<file path="config.mk">
export PLATFORM = sky130hd
export DESIGN_NAME = pipe_ctrl_chain
export DESIGN_NICKNAME = d
export VERILOG_FILES = /design/src/rtl/ctrl_pkg.sv /design/src/rtl/hazard_detect.sv /design/src/rtl/pipe_ctrl_chain.sv
export SDC_FILE = /design/constraint.sdc
export NUM_CORES = 1
export LEC_CHECK = 0
export ABC_AREA = 1
export ABC_CLOCK_PERIOD_IN_PS = 1300
export BUFFER_PORTS_ARGS = -buffer_cell sky130_fd_sc_hd__buf_2
export CORE_MARGIN = 10
export CORE_UTILIZATION = 43
export CTS_CLUSTER_DIAMETER = 100
export DETAILED_ROUTE_END_ITERATION = 8
export PLACE_DENSITY = 0.87
export SYNTH_ARGS = -nofsm -noshare
export SYNTH_HDL_FRONTEND = slang
export SYNTH_SLANG_ARGS = --single-unit
</file>
<file path="constraint.sdc">
create_clock -name clk -period 1.3 [get_ports clk]
set_input_delay 0.065 -clock clk [delete_from_list [all_inputs] [get_ports clk]]
set_output_delay 0.065 -clock clk [all_outputs]
set_load 0.1 [all_outputs]
</file>
<file path="src/rtl/ctrl_pkg.sv">
`default_nettype none
// ============================================================================
// Package : ctrl_pkg
// Brief   : Pipeline control-word type, bubble constant, ALU-op and opcode codes.
// Revision: 1.0
// ============================================================================
package ctrl_pkg;

    typedef struct packed {
        logic       regdst;
        logic       alusrc;
        logic [1:0] aluop;
        logic       branch;
        logic       memread;
        logic       memwrite;
        logic       memtoreg;
        logic       regwrite;
    } ctrl_word_t;

    localparam ctrl_word_t CTRL_BUBBLE = '0;

    localparam logic [1:0] ALUOP_ADD   = 2'b00;
    localparam logic [1:0] ALUOP_SUB   = 2'b01;
    localparam logic [1:0] ALUOP_RTYPE = 2'b10;

    localparam logic [5:0] OPC_RTYPE = 6'h00;
    localparam logic [5:0] OPC_LW    = 6'h23;
    localparam logic [5:0] OPC_SW    = 6'h2b;
    localparam logic [5:0] OPC_BEQ   = 6'h04;
    localparam logic [5:0] OPC_J     = 6'h02;

endpackage
`default_nettype wire

</file>
<file path="src/rtl/hazard_detect.sv">
`default_nettype none
// ============================================================================
// Module  : hazard_detect
// Brief   : Load-use detector; a load in EX whose target feeds the ID operands.
// Revision: 1.0
// ============================================================================
module hazard_detect #(
    parameter int RA_W = 5
) (
    input  logic            ex_memread,
    input  logic [RA_W-1:0] ex_rt,
    input  logic [RA_W-1:0] id_rs,
    input  logic [RA_W-1:0] id_rt,
    output logic            stall
);

    // $0 is never a real dependency, so a load targeting it cannot stall
    assign stall = ex_memread && (ex_rt != '0) && ((ex_rt == id_rs) || (ex_rt == id_rt));

endmodule
`default_nettype wire

</file>
<file path="src/rtl/pipe_ctrl_chain.sv">
`default_nettype none
// ============================================================================
// Module  : pipe_ctrl_chain
// Brief   : ID/EX, EX/MEM, MEM/WB control registers with load-use stall and
//           branch/jump flush generation for a 5-stage pipeline.
// Revision: 1.0
// ============================================================================
module pipe_ctrl_chain
    import ctrl_pkg::*;
#(
    parameter int RA_W = 5
) (
    input  logic            clk,
    input  logic            rst_n,
    input  logic            id_regdst,
    input  logic            id_alusrc,
    input  logic [1:0]      id_aluop,
    input  logic            id_branch,
    input  logic            id_memread,
    input  logic            id_memwrite,
    input  logic            id_memtoreg,
    input  logic            id_regwrite,
    input  logic            id_jump,
    input  logic [RA_W-1:0] id_rs,
    input  logic [RA_W-1:0] id_rt,
    input  logic [RA_W-1:0] id_rd,
    input  logic            ex_zero,
    output logic            ex_alusrc,
    output logic [1:0]      ex_aluop,
    output logic            ex_regdst,
    output logic            ex_branch,
    output logic            ex_memread,
    output logic            ex_memwrite,
    output logic            ex_memtoreg,
    output logic            ex_regwrite,
    output logic [RA_W-1:0] ex_rt,
    output logic [RA_W-1:0] ex_rd,
    output logic [RA_W-1:0] ex_wreg,
    output logic            mem_memread,
    output logic            mem_memwrite,
    output logic            mem_memtoreg,
    output logic            mem_regwrite,
    output logic [RA_W-1:0] mem_wreg,
    output logic            wb_memtoreg,
    output logic            wb_regwrite,
    output logic [RA_W-1:0] wb_wreg,
    output logic            pc_write,
    output logic            ifid_write,
    output logic            ifid_flush,
    output logic            br_taken
);

    ctrl_word_t      w_id_ctrl;
    ctrl_word_t      r_idex_ctrl;
    logic [RA_W-1:0] r_idex_rt;
    logic [RA_W-1:0] r_idex_rd;
    logic            w_stall;
    logic            w_idex_kill;

    logic            r_exmem_memread;
    logic            r_exmem_memwrite;
    logic            r_exmem_memtoreg;
    logic            r_exmem_regwrite;
    logic [RA_W-1:0] r_exmem_wreg;

    logic            r_memwb_memtoreg;
    logic            r_memwb_regwrite;
    logic [RA_W-1:0] r_memwb_wreg;

    assign w_id_ctrl = '{regdst:   id_regdst,
                         alusrc:   id_alusrc,
                         aluop:    id_aluop,
                         branch:   id_branch,
                         memread:  id_memread,
                         memwrite: id_memwrite,
                         memtoreg: id_memtoreg,
                         regwrite: id_regwrite};

    hazard_detect #(
        .RA_W (RA_W)
    ) u_hazard_detect (
        .ex_memread (r_idex_ctrl.memread),
        .ex_rt      (r_idex_rt),
        .id_rs      (id_rs),
        .id_rt      (id_rt),
        .stall      (w_stall)
    );

    // A taken branch overrides the stall: the stalled instruction is on the wrong path
    assign br_taken    = r_idex_ctrl.branch & ex_zero;
    assign pc_write    = br_taken | ~w_stall;
    assign ifid_write  = br_taken | ~w_stall;
    assign ifid_flush  = br_taken | (id_jump & ~w_stall);
    assign w_idex_kill = br_taken | w_stall;

    always_ff @(posedge clk or negedge rst_n) begin
        if (!rst_n) begin
            r_idex_ctrl <= CTRL_BUBBLE;
            r_idex_rt   <= '0;
            r_idex_rd   <= '0;
        end else if (w_idex_kill) begin
            r_idex_ctrl <= CTRL_BUBBLE;
            r_idex_rt   <= '0;
            r_idex_rd   <= '0;
        end else begin
            r_idex_ctrl <= w_id_ctrl;
            r_idex_rt   <= id_rt;
            r_idex_rd   <= id_rd;
        end
    end

    assign ex_wreg = r_idex_ctrl.regdst ? r_idex_rd : r_idex_rt;

    // Older stages always advance so in-flight instructions retire
    always_ff @(posedge clk or negedge rst_n) begin
        if (!rst_n) begin
            r_exmem_memread  <= 1'b0;
            r_exmem_memwrite <= 1'b0;
            r_exmem_memtoreg <= 1'b0;
            r_exmem_regwrite <= 1'b0;
            r_exmem_wreg     <= '0;
        end else begin
            r_exmem_memread  <= r_idex_ctrl.memread;
            r_exmem_memwrite <= r_idex_ctrl.memwrite;
            r_exmem_memtoreg <= r_idex_ctrl.memtoreg;
            r_exmem_regwrite <= r_idex_ctrl.regwrite;
            r_exmem_wreg     <= ex_wreg;
        end
    end

    always_ff @(posedge clk or negedge rst_n) begin
        if (!rst_n) begin
            r_memwb_memtoreg <= 1'b0;
            r_memwb_regwrite <= 1'b0;
            r_memwb_wreg     <= '0;
        end else begin
            r_memwb_memtoreg <= r_exmem_memtoreg;
            r_memwb_regwrite <= r_exmem_regwrite;
            r_memwb_wreg     <= r_exmem_wreg;
        end
    end

    assign ex_alusrc    = r_idex_ctrl.alusrc;
    assign ex_aluop     = r_idex_ctrl.aluop;
    assign ex_regdst    = r_idex_ctrl.regdst;
    assign ex_branch    = r_idex_ctrl.branch;
    assign ex_memread   = r_idex_ctrl.memread;
    assign ex_memwrite  = r_idex_ctrl.memwrite;
    assign ex_memtoreg  = r_idex_ctrl.memtoreg;
    assign ex_regwrite  = r_idex_ctrl.regwrite;
    assign ex_rt        = r_idex_rt;
    assign ex_rd        = r_idex_rd;

    assign mem_memread  = r_exmem_memread;
    assign mem_memwrite = r_exmem_memwrite;
    assign mem_memtoreg = r_exmem_memtoreg;
    assign mem_regwrite = r_exmem_regwrite;
    assign mem_wreg     = r_exmem_wreg;

    assign wb_memtoreg  = r_memwb_memtoreg;
    assign wb_regwrite  = r_memwb_regwrite;
    assign wb_wreg      = r_memwb_wreg;

endmodule
`default_nettype wire
</file>
==> reports/metrics.yaml <==
run_status:
  status: "complete, but fails checks"
  violations: "setup timing"
final_layout:
  n_antenna_cell: 0
  area_delta_synth_final_pct: 92.8
  fin_nets: 281
  layout-drive-gt1-share_pct: 58.7
  fillers: 108
  fin_util_pct: 89.4
place:
  pre_cts_slack_ns: -0.153
  gp_congestion: 0.757
  io_buffers: 71
  dp_hpwl_um: 3120
critical_path:
  cp.arrival_ns: 1.81
  cp-start-kind: "register"
  worstPathRequired_ns: 1.24
  end_kind: "primary output"
  critPathKind: "register to primary output"
  slowest_delay_ns: 0.56
  path_cells: "nand2_2 -> nand2_1 -> nor2_2 -> nand3_2 -> nand2_4 -> buf_6 -> nand3_4 -> buf_12"
  path_max_fanout: 5
  critPathSlowestCell: "dfrtp_4"
floorplanning:
  ios: 72
  die-area_um2: 5660
  die_w_um: 75.2
  coreArea_um2: 2830
  num_rows: 19
  dieHeight_um: 75.2
  initial_core_util_pct: 46.4
logic_synthesis:
  syn_nets: 167
  synth_flop_cell: "dfrtp_1"
  synth_common_cells: "35 x dfrtp_1, 31 x nand2_1, 30 x inv_1"
  yosysSeqAreaShare_pct: 66.8
  synthArstFlopShare_pct: 100
  synth_enable_flop_cells: 0
  yosysTopAreaCellShare_pct: 66.8
  ys_warn_count: 0
  synth-seq-cells: 35
  synth_area_um2: 1310
  synth.distinct_cells: 14
  synth_area_per_cell_um2: 9.43
  yosysMostFrequentCell: "dfrtp_1"
  netlist_instances: 139
  synth_area_leaders: "dfrtp_1 67%, nand2_1 8.9%, inv_1 8.6%"
  synth_top_area_cell: "dfrtp_1"
power_and_ir_drop:
  swShare_pct: 48.5
  power_frac_seq_pct: 35.1
  clkPwrFrac_pct: 17.0
  power_frac_comb_pct: 47.9
  ir_drop_v: 0.000987
  switchingPower_w: 0.00179
  p_leak_nw: 1.35
  p_int_w: 0.00189
  power_w: 0.00368
  power_density_nw_per_um2: 1460
timing:
  finalCritPeriodShare_pct: 144
  slew_headroom_pct: 66.6
  setup_ws_ns: -0.574
  post-route-min-period_ns: 1.87
  clock_skew_ns: 0.0150
  fmax_mhz: 534
  max_slew.worst_pin.slew_ns: 0.505
  rsz0062_at_grt: "true"
  drv_slew: 0
  hold_viol_final: 0
  hold_ws_ns: 0.152
  setup_viol: 29
routing:
  drt-vias-per-instance: 5.03
  drc_errors: 0
  drt_iter0_markers: 83
  firstDrtPassIters: 4
  num_vias: 1433
  finalWirelength_um: 5820
  wire_per_inst_um: 20.4
  ant_nets: 0
cts:
  h-tree-depth: 2
  cts_buffers: 5
  clk_path_buf_depth: 2
  clock_sinks: 35
  cts.clk_slew.worst_paths_ns: 0.11
  cts-root-buf: "clkbuf_4"
  clock_latency_ns: 0.35
  tritoncts: "done"
global_route:
  grt_pass1_wl_um: 7250
  grt_pass1_vias: 1428
  antenna_found_initial: 0
  grt_overflow: 0
  grt_max_degree: 20
  grt_usage_pct: 17.8
job:
  cap_violations: 0
min_path:
  hp-class: "primary input to register"
critical path, delay by kind of cell, from the launching register on:
kind	cells	cell delay, ns
and+or+nand+nor	6	0.59
DFF	1	0.56
buffers and inverters	2	0.30
power groups by stage:
stage / Combinational, W / Sequential [W] / Clock (W)
2_1_floorplan: 0.000400 / 0.00207 / 0
3_3_place_gp: 0.00152 / 0.00130 / 0
3_5_place_dp: 0.00154 / 0.00131 / 0
4_1_cts: 0.00168 / 0.00128 / 0.000617
5_1_grt: 0.00181 / 0.00130 / 0.000685
6_report: 0.00176 / 0.00129 / 0.000627
cells by family (layout without fill, tap and decap cells):
| kind of cell | Yosys count | count (layout) | synth area share [%] |
|---|---|---|---|
| buf+inv | 34 | 147 | 10.6 |
| xor+xnor | 2 | 2 | 1.34 |
| compound gates | 6 | 6 | 2.29 |
| flops | 35 | 35 | 66.8 |
| simple gates | 62 | 64 | 19.0 |
final cells by class:
| cell class | instances | area (um^2) | area share (%) |
|---|---|---|---|
| repair buffers | 108 | 886 | 35.0 |
| clock inverters | 1 | 5.00 | 0.198 |
| well taps | 31 | 38.8 | 1.53 |
| inverters | 31 | 133 | 5.24 |
| clock buffers | 7 | 55.1 | 2.18 |
| flip-flops and latches | 35 | 910 | 36.0 |
| multi-input cells | 72 | 502 | 19.8 |
registers in the layout, indices dropped and copies added (netlist names):
name          count
ex_branch         1
mem_memtoreg      1
mem_memread       1
mem_regwrite      1
ex_memwrite       1
ex_memtoreg       1
ex_aluop          2
mem_memwrite      1
ex_rd             5
mem_wreg          5
wb_wreg           5
wb_memtoreg       1
ex_rt             5
wb_regwrite       1
ex_alusrc         1
ex_memread        1
ex_regdst         1
ex_regwrite       1
per-layer routing:
layer  up-vias  part of all wire [%]  GRT usage [%]
met5         -                     0              0
li1        631                     -              -
met1       695                    34           16.3
met4         0                   5.2           10.9
met2        82                    54           34.3
met3        25                   6.5           4.20
placed cells by master (no fill, tap or decap), drive strengths merged:
master	count
buf	87
dfrtp	35
nand2	35
inv	30
nor2	25
dlygate4sd3	20
clkbuf	8
o21ai	6
nand3	3
xnor2	2
clkinvlp	1
nand4	1
clkinv	1
path summary, 6_finish.rpt:
path	slack (ns)	end	cells after the start	startpoint
worst max register to register	-0.33	ex_rd[4]	8	ex_rt[0]
max in group asynchronous	0.60	ex_regdst	3	rst_n
worst min-delay path	0.15	ex_rd[1]	4	ex_zero
min in group asynchronous	0.17	ex_aluop[1]	2	rst_n
worst max-delay path	-0.57	ifid_write	8	ex_rt[0]
worst min register to register	0.38	wb_wreg[1]	0	mem_wreg[1]
through the flow:
step           area (um^2)  setup TNS, ns  instances
3_5_place_dp          2020          -2.76        245
6_report              2530          -7.70        285
3_3_place_gp          2020          -1.33        245
2_1_floorplan         1480          -6.05        139
4_1_cts               2410          -5.78        279
5_1_grt               2530          -9.64        285
repair_timing:
action,4_1_cts,5_1_grt
endpoints found under the setup margin,33,30
endpoints found under the hold margin,38,0
gates resized for setup,27,19
pin swaps,15,11
buffers inserted,7,5
hold buffers,20,0
gates cloned,0,2
Power figures use the tool's default switching activity.
